[src/rtl/membus_wrr_arbiter.sv]
// Two-master Membus arbiter with weighted round-robin grant and
// in-order response routing through a small source-id FIFO.
module membus_wrr_arbiter #(
   parameter int ADDR_WIDTH      = 64,
   parameter int DATA_WIDTH      = 64,
   parameter int M0_WEIGHT       = 4,
   parameter int MAX_OUTSTANDING = 2
) (
   input  logic                    clk,
   input  logic                    rst,
   input  logic                    m0_valid,
   output logic                    m0_ready,
   input  logic [ADDR_WIDTH-1:0]   m0_addr,
   input  logic                    m0_wen,
   input  logic [DATA_WIDTH-1:0]   m0_wdata,
   input  logic [DATA_WIDTH/8-1:0] m0_wmask,
   output logic                    m0_rvalid,
   output logic [DATA_WIDTH-1:0]   m0_rdata,
   input  logic                    m1_valid,
   output logic                    m1_ready,
   input  logic [ADDR_WIDTH-1:0]   m1_addr,
   input  logic                    m1_wen,
   input  logic [DATA_WIDTH-1:0]   m1_wdata,
   input  logic [DATA_WIDTH/8-1:0] m1_wmask,
   output logic                    m1_rvalid,
   output logic [DATA_WIDTH-1:0]   m1_rdata,
   output logic                    out_valid,
   input  logic                    out_ready,
   output logic [ADDR_WIDTH-1:0]   out_addr,
   output logic                    out_wen,
   output logic [DATA_WIDTH-1:0]   out_wdata,
   output logic [DATA_WIDTH/8-1:0] out_wmask,
   input  logic                    out_rvalid,
   input  logic [DATA_WIDTH-1:0]   out_rdata
);

   localparam int CW = $clog2(MAX_OUTSTANDING + 1);
   localparam int PW = (MAX_OUTSTANDING > 1) ? $clog2(MAX_OUTSTANDING) : 1;

   logic [CW-1:0]              count_q, count_d;
   logic [PW-1:0]              rd_ptr_q, rd_ptr_d;
   logic [PW-1:0]              wr_ptr_q, wr_ptr_d;
   logic [MAX_OUTSTANDING-1:0] src_q, src_d;
   logic [3:0]                 streak_q, streak_d;
   logic                       last_grant_q, last_grant_d;

   logic grant;
   logic fifo_full;
   logic req_valid;
   logic push;
   logic pop;
   logic head;

   function automatic logic [PW-1:0] ptr_inc(input logic [PW-1:0] p);
      ptr_inc = (p == PW'(MAX_OUTSTANDING - 1)) ? '0 : p + PW'(1);
   endfunction

   // Grant selection, request mux and response routing
   always_comb begin
      grant = last_grant_q;
      if (m0_valid && m1_valid) begin
         grant = (streak_q == 4'(M0_WEIGHT));
      end else if (m0_valid) begin
         grant = 1'b0;
      end else if (m1_valid) begin
         grant = 1'b1;
      end
      fifo_full = (count_q == CW'(MAX_OUTSTANDING));
      req_valid = grant ? m1_valid : m0_valid;
      out_valid = req_valid && !fifo_full;
      out_addr  = grant ? m1_addr  : m0_addr;
      out_wen   = grant ? m1_wen   : m0_wen;
      out_wdata = grant ? m1_wdata : m0_wdata;
      out_wmask = grant ? m1_wmask : m0_wmask;
      m0_ready  = out_valid && out_ready && !grant;
      m1_ready  = out_valid && out_ready && grant;
      push      = out_valid && out_ready;
      pop       = out_rvalid && (count_q != '0);
      head      = src_q[rd_ptr_q];
      m0_rvalid = pop && !head;
      m1_rvalid = pop && head;
      m0_rdata  = out_rdata;
      m1_rdata  = out_rdata;
   end

   // Next-state for FIFO, streak counter and last grant
   always_comb begin
      count_d      = count_q;
      rd_ptr_d     = rd_ptr_q;
      wr_ptr_d     = wr_ptr_q;
      src_d        = src_q;
      streak_d     = streak_q;
      last_grant_d = last_grant_q;
      if (push) begin
         src_d[wr_ptr_q] = grant;
         wr_ptr_d        = ptr_inc(wr_ptr_q);
         last_grant_d    = grant;
         if (!grant && m1_valid) begin
            if (streak_q != 4'(M0_WEIGHT)) begin
               streak_d = streak_q + 4'd1;
            end
         end else begin
            streak_d = '0;
         end
      end
      if (pop) begin
         rd_ptr_d = ptr_inc(rd_ptr_q);
      end
      unique case ({push, pop})
         2'b10:   count_d = count_q + CW'(1);
         2'b01:   count_d = count_q - CW'(1);
         default: count_d = count_q;
      endcase
   end

   // State registers
   always_ff @(posedge clk or negedge rst) begin
      if (!rst) begin
         count_q      <= '0;
         rd_ptr_q     <= '0;
         wr_ptr_q     <= '0;
         src_q        <= '0;
         streak_q     <= '0;
         last_grant_q <= 1'b1;
      end else begin
         count_q      <= count_d;
         rd_ptr_q     <= rd_ptr_d;
         wr_ptr_q     <= wr_ptr_d;
         src_q        <= src_d;
         streak_q     <= streak_d;
         last_grant_q <= last_grant_d;
      end
   end

   // Flag a RAM response that arrives with nothing outstanding
   always_ff @(posedge clk) begin
      if (rst && out_rvalid) begin
         assert (count_q != '0)
         else $warning("membus_wrr_arbiter: out_rvalid with empty source fifo");
      end
   end

endmodule

[config.mk]
export PLATFORM = sky130hd
export DESIGN_NAME = membus_wrr_arbiter
export DESIGN_NICKNAME = d
export VERILOG_FILES = /design/src/rtl/membus_wrr_arbiter.sv
export SDC_FILE = /design/constraint.sdc
export NUM_CORES = 1
export LEC_CHECK = 0
export CORE_AREA = 10 10 231 233
export DETAILED_ROUTE_END_ITERATION = 8
export DIE_AREA = 0 0 241 243
export HOLD_SLACK_MARGIN = 0.02
export PLACE_DENSITY = 0.33
export SYNTH_ARGS = -nofsm -noshare
export SYNTH_HDL_FRONTEND = slang
export SYNTH_SLANG_ARGS = --single-unit
[constraint.sdc]
create_clock -name clk -period 4.3 [get_ports clk]
set_clock_uncertainty 0.15 [all_clocks]
set_input_delay 0.86 -clock clk [delete_from_list [all_inputs] [get_ports clk]]
set_output_delay 0.86 -clock clk [all_outputs]
set_load 0.05 [all_outputs]
==> results of run 1 <==
## Yosys cell counts, drive strengths merged
| cell type | instances | area, um^2 |
|---|---|---|
| o21ai | 7 | 35.03 |
| clkbuf | 1 | 3.750 |
| inv | 7 | 26.27 |
| or2 | 1 | 6.260 |
| o31ai | 4 | 35.03 |
| o21a | 1 | 7.510 |
| nor2 | 4 | 15.01 |
| o21bai | 1 | 7.510 |
| o2bb2ai | 1 | 8.760 |
| dfstp | 1 | 26.28 |
| dfrtp | 10 | 250.2 |
| a2bb2oi | 1 | 8.760 |
| ha | 3 | 37.54 |
| o211ai | 1 | 7.510 |
| mux2i | 1 | 10.01 |
| nor2b | 1 | 6.260 |
| nand3 | 1 | 5.000 |
| nand2b | 1 | 6.260 |
| nand2 | 5 | 18.77 |
| xnor2 | 5 | 43.79 |
| o221ai | 1 | 8.760 |
| mux2 | 137 | 1543 |
| buf | 143 | 1120 |
| o22a | 1 | 8.760 |
## how the worst min path moves through the flow
stage	startpoint	end	slack [ns]	cells past startpoint
4_1_cts	rd_ptr_q$_DFFE_PN0P_	rd_ptr_q$_DFFE_PN0P_	0.35	1
6_report	rd_ptr_q$_DFFE_PN0P_	rd_ptr_q$_DFFE_PN0P_	0.34	1
2_1_floorplan	last_grant_q$_DFFE_PN1N_	last_grant_q$_DFFE_PN1N_	0.32	2
3_3_place_gp	rd_ptr_q$_DFFE_PN0P_	rd_ptr_q$_DFFE_PN0P_	0.33	1
5_1_grt	rd_ptr_q$_DFFE_PN0P_	rd_ptr_q$_DFFE_PN0P_	0.38	1
3_5_place_dp	rd_ptr_q$_DFFE_PN0P_	rd_ptr_q$_DFFE_PN0P_	0.34	1
## state kept, by name, indices dropped and copies added (netlist names)
register	count
streak_q	4
count_q	2
src_q	2
last_grant_q	1
rd_ptr_q	1
wr_ptr_q	1
## layer usage
layer	up-vias	wire length, um	track usage (%)
met3	14	4680	5.824
met4	8	198	0.6473
met1	1571	8262	7.180
met5	-	52	0
li1	1643	-	-
met2	433	9422	10.73
## metrics by stage
step                      std cells  util, %  setup WS [ns]  power [mW]  hold slack (ns)
final                          1260    14.61         0.4323       2.111           0.3410
after global routing           1260    14.61         0.3088       2.236           0.3755
after CTS                      1259    14.61         0.3930       2.157           0.3481
after detailed placement       1255    14.44         0.4014       1.976           0.3383
after global placement         1255    14.44         0.3732       1.984           0.3337
after floorplan                 339        -          1.161       1.578           0.3160
## power by group through the flow
| stage | logic, mW | registers, mW | clock network [mW] |
|---|---|---|---|
| floorplan | 1.41 | 0.172 | 0 |
| global placement | 1.80 | 0.182 | 0 |
| detailed placement | 1.79 | 0.181 | 0 |
| CTS | 1.80 | 0.180 | 0.175 |
| global route | 1.87 | 0.186 | 0.181 |
| finish | 1.76 | 0.179 | 0.172 |
## cell families (layout without fill, tap and decap cells)
logic type | count (synthesis) | after routing
AOI/OAI and AO/OA | 18 | 18
xor gates and xnor gates | 5 | 5
adders and majority gates | 3 | 3
buffers and inverters | 151 | 449
DFF | 11 | 11
muxes | 138 | 138
other | 0 | 1
and+or+nand+nor | 13 | 13
## layout make-up
| type | instances | area, um^2 |
|---|---|---|
| Antenna cell | 1 | 2.502 |
| Fill cell | 5493 | 41540 |
| Tap cell | 622 | 778.2 |
| Multi-Input combinational cell | 177 | 1827 |
| Inverter | 7 | 26.28 |
| Clock buffer | 4 | 78.83 |
| Timing Repair Buffer | 438 | 4119 |
| Sequential cell | 11 | 276.5 |
==> flow_summary.yaml, run 1 <==
timing:
  rsz0062_at_grt: "false"
  setup_viol: 0
  clock.fmax_mhz: 258.6
  tightest_slew_ns: 0.6732
  slew_headroom_pct: 54.64
  hold_viol: 0
  finalMaxSlewViolations: 0
  finalCriticalPeriod_ns: 3.868
  fin_setup_tns_ns: 0
  layout_worst_path_cycle_share_pct: 89.95
clocking:
  cts_made_buffers: 3
  cts_hold_buf: 0
  cts_setup_buffers: 0
  cts_sinks: 11
  post_cts_resized: 0
  clockBufferDepth: 2
  h-tree-depth: 1
  clk_pin_slew_ns: 0.04
  clockRootBuffer: "clkbuf_16"
  worstSkewPairLatency_ns: 0.24
  tritoncts: "yes"
global_route:
  grt_use_total_pct: 6.876
  grt_max_degree: 28
  antenna_found_initial: 6
  grt_pass1_wl_um: 30240
  grt_pass1_vias: 4224
  grt.overflow.total: 0
synthesis:
  ys_types: 29
  syn_nets: 686
  ys_warn_count: 0
  synthCells: 339
  yosys.area_share.adder_pct: 1.157
  synth-simple-area-share_pct: 1.773
  avgSynthCellArea_um2: 9.574
  synth_compound_area_share_pct: 3.932
  synthXorXnorAreaFrac_pct: 1.349
  yosys_register_bits: 11
  synth_top_family_by_area: "multiplexers"
  syn_area_um2: 3246
  synthMuxAreaShare_pct: 47.84
  ys_seq_area_share_pct: 8.520
setup_path:
  worst_ep_required_time_ns: 3.29
  crit_path_end_kind: "output port"
  crit_cells: 8
  worst-path-buf-inv: 5
  path_delay_family: "buffers and inverters"
  reg2reg_to: "count_q[1]$_DFFE_PN0P_"
  cp_max_fo: 20
  r2r_cells: 5
  crit_end: "out_addr[9]"
  rrSetupSlack_ns: 2.32
  crit_path_frequent_cell: "buf_12"
  crit_slowest_cell: "clkdlybuf4s50_1"
  worstPathCellList: "clkdlybuf4s50_1, inv_2, o31ai_2, o21a_4, buf_12, buf_12, mux2_1, buf_4"
  timing.rr.start: "count_q[0]$_DFFE_PN0P_"
  cp.arrival_ns: 2.86
  startpoint_type: "primary input"
  critPathKind: "primary input to output port"
  critPathLaunch: "m1_valid"
  max_stage_delay_ns: 0.50
status:
  status: "complete, no violations"
finish:
  fin_nets: 985
  final_cell_mix: "282 x clkdlybuf4s50_1, 146 x buf_4, 112 x mux2_1"
  final_common_cell: "clkdlybuf4s50_1"
  final_area_um2: 7108
  area.growth.synth_to_final_pct: 119.0
  drive_gt1_share_pct: 29.67
power:
  powerDensity_nw_per_um2: 297.0
  ir_drop_uv: 131.5
  pwr-share-clk_pct: 8.1
  intPower_mw: 0.9954
  power_frac_comb_pct: 83.4
  p_leak_nw: 2.730
  power.switching_mw: 1.116
  p_seq_share_pct: 8.5
  switching_share_pct: 52.86
drt:
  firstDrtPassIters: 4
  post-route-drc-count: 0
  num_vias: 3669
  ant_nets: 0
  wire_per_inst_um: 17.95
  routed_wl_um: 22620
  viasPerCell: 2.912
  drt_iter0_drc: 36
hold_path:
  min_path_type: "register to register"
placement:
  io_buffers: 421
  dpl.hpwl_um: 20590
  finalWeightedCongestion: 0.8193
  postPlaceCellArea_um2: 7027
floorplan:
  start_util_pct: 6.672
  fp.dieH_um: 243
  design.core.area_um2: 48650
  die_w_um: 241
  num_io_pins: 614
  die-area_um2: 58560
  rows: 81
job:
  maxCapViolCount: 0
No activity file was read; power rests on OpenSTA's default activity.
==> run 2: changes to the inputs <==
==> config.mk (replaced) <==
export PLATFORM = sky130hd
export DESIGN_NAME = membus_wrr_arbiter
export DESIGN_NICKNAME = d
export VERILOG_FILES = /design/src/rtl/membus_wrr_arbiter.sv
export SDC_FILE = /design/constraint.sdc
export NUM_CORES = 1
export LEC_CHECK = 0
export CELL_PAD_IN_SITES_DETAIL_PLACEMENT = 1
export CELL_PAD_IN_SITES_GLOBAL_PLACEMENT = 2
export CORE_AREA = 5 5 235 237
export DETAILED_ROUTE_END_ITERATION = 8
export DIE_AREA = 0 0 240 242
export HOLD_SLACK_MARGIN = 0.02
export PLACE_DENSITY = 0.63
export SYNTH_ARGS = -nofsm -noshare
export SYNTH_HDL_FRONTEND = slang
export SYNTH_SLANG_ARGS = --single-unit
==> run 2 against run 1 <==
Via count increased by 2.6%. Design area grew 1.8%. Clock power hardly changed. Sequential power is essentially flat. Die area decreased by 0.82%. Global-route usage rose by 0.48 points. Maximum frequency fell by 1.6%. Flip-flop and latch count stayed put. Worst hold slack better by 0.0048 ns. Largest cell class unchanged.
==> flow_summary.yaml, run 2 (synthesis results as in run 1) <==
placement:
  dpl.hpwl_um: 21960
  finalWeightedCongestion: 0.7838
  io_buffers: 421
  dp_slack_ns: 0.3719
timing:
  clock.fmax_mhz: 254.5
  slew_headroom_pct: 52.36
  tightest_slew_ns: 0.7071
  finalCriticalPeriod_ns: 3.929
  rsz0062_at_grt: "false"
  layout_setup_ws_ns: 0.3706
  setup_viol: 0
  finalMaxSlewViolations: 0
  hold_viol: 0
  fin_setup_tns_ns: 0
  layout_worst_path_cycle_share_pct: 91.38
clocking:
  cts_setup_buffers: 0
  clockBufferDepth: 2
  post_cts_resized: 0
  h-tree-depth: 1
  cts_hold_buf: 0
  tritoncts: "yes"
  clk_pin_slew_ns: 0.05
  clockRootBuffer: "clkbuf_16"
  cts_made_buffers: 3
  worstSkewPairLatency_ns: 0.24
  cts_sinks: 11
power:
  ir_drop_uv: 120.5
  p_total_mw: 2.147
  powerDensity_nw_per_um2: 296.8
  p_leak_nw: 2.735
finish:
  final_common_cell: "clkdlybuf4s50_1"
  largest_reg_flops: 4
  top_regs: "streak_q x4, count_q x2, src_q x2"
  regMostFlops: "streak_q"
  drive_gt1_share_pct: 29.45
  fin_nets: 983
  final_cell_mix: "282 x clkdlybuf4s50_1, 141 x buf_4, 112 x mux2_1"
  area.growth.synth_to_final_pct: 122.9
setup_path:
  critPathKind: "primary input to output port"
  worst_ep_required_time_ns: 3.29
  crit_slowest_cell: "clkdlybuf4s50_1"
  cp.arrival_ns: 2.92
  crit_path_end_kind: "output port"
  crit_path_frequent_cell: "buf_12"
  path_delay_family: "buffers and inverters"
  worst-path-buf-inv: 5
  max_stage_delay_ns: 0.49
  startpoint_type: "primary input"
  worstPathCellList: "clkdlybuf4s50_1, inv_2, o31ai_2, o21a_4, buf_12, buf_12, mux2_1, buf_4"
  cp_max_fo: 32
drt:
  post-route-drc-count: 0
  wire_per_inst_um: 17.95
  firstDrtPassIters: 4
  num_vias: 3765
  ant_nets: 0
  viasPerCell: 2.818
  routed_wl_um: 23990
  drt_iter0_drc: 70
global_route:
  grt_pass1_wl_um: 31240
  grt_max_degree: 43
  antenna_found_initial: 7
  grt.overflow.total: 0
  grt_use_total_pct: 7.357
  grt_pass1_vias: 4315
floorplan:
  start_util_pct: 6.116
  die-area_um2: 58080
  design.core.area_um2: 53070
  rows: 85
  num_io_pins: 614
  fp.dieH_um: 242
  die_w_um: 240
status:
  status: "complete, no violations"
job:
  maxCapViolCount: 0
hold_path:
  min_path_type: "register to register"
[run 2: cell count changes in the layout (fill, tap and decap cells not counted), sizes merged]
cell,delta
diode,+4
buf,-2
[run 2: final timing paths]
kind / to / start / slack (ns) / depth (start not counted)
worst max-delay path: out_wdata[17] / m1_valid / 0.37 / 8
worst min-delay path: rd_ptr_q$_DFFE_PN0P_ / rd_ptr_q$_DFFE_PN0P_ / 0.35 / 1
worst max register to register: count_q[1]$_DFFE_PN0P_ / count_q[0]$_DFFE_PN0P_ / 2.33 / 5
worst min register to register: rd_ptr_q$_DFFE_PN0P_ / rd_ptr_q$_DFFE_PN0P_ / 0.35 / 1
max in group asynchronous: count_q[1]$_DFFE_PN0P_ / rst / 2.75 / 1
min in group asynchronous: rd_ptr_q$_DFFE_PN0P_ / rst / 0.85 / 1
[run 2: layout make-up]
cell class                      instances  area, um^2
Antenna cell                            5       12.51
Clock buffer                            4       78.83
Fill cell                            6234       45840
Inverter                                7       26.28
Multi-Input combinational cell        177        1827
Sequential cell                        11       276.5
Tap cell                              696       870.8
Timing Repair Buffer                  436        4141
[run 2: power by group]
part / leakage, nW / total, mW / switching [mW] / internal, mW
sequential: 0.138 / 0.179 / 0.0337 / 0.146
clock: 0.0382 / 0.175 / 0.0501 / 0.125
combinational: 2.56 / 1.79 / 1.06 / 0.730
[run 2: stage by stage]
stage	utilization [%]	cell area (um^2)	hold slack, ns	cells
after floorplan	-	3246	0.3160	339
after global placement	13.46	7142	0.3330	1327
after detailed placement	13.46	7142	0.3407	1327
after CTS	13.61	7221	0.3488	1331
after global routing	13.61	7221	0.3605	1331
final	13.63	7233	0.3457	1336
[run 2: metal layers]
metal / share of wire (%) / track usage (%) / vias up
met1: 38 / 8.247 / 1670
met3: 18 / 5.237 / 12
met5: 0.38 / 0.6734 / -
met4: 0.39 / 0.2837 / 8
met2: 43 / 12.01 / 436
li1: - / - / 1639
==> run 3: changes to the inputs <==
--- a/config.mk
+++ b/config.mk
@@ -5,6 +5,7 @@
 export SDC_FILE = /design/constraint.sdc
 export NUM_CORES = 1
 export LEC_CHECK = 0
+export CAP_MARGIN = 25
 export CELL_PAD_IN_SITES_DETAIL_PLACEMENT = 1
 export CELL_PAD_IN_SITES_GLOBAL_PLACEMENT = 2
 export CORE_AREA = 5 5 235 237
==> results of run 3 <==
Same layout as run 2: the final DEF is identical, and so are final timing and power.
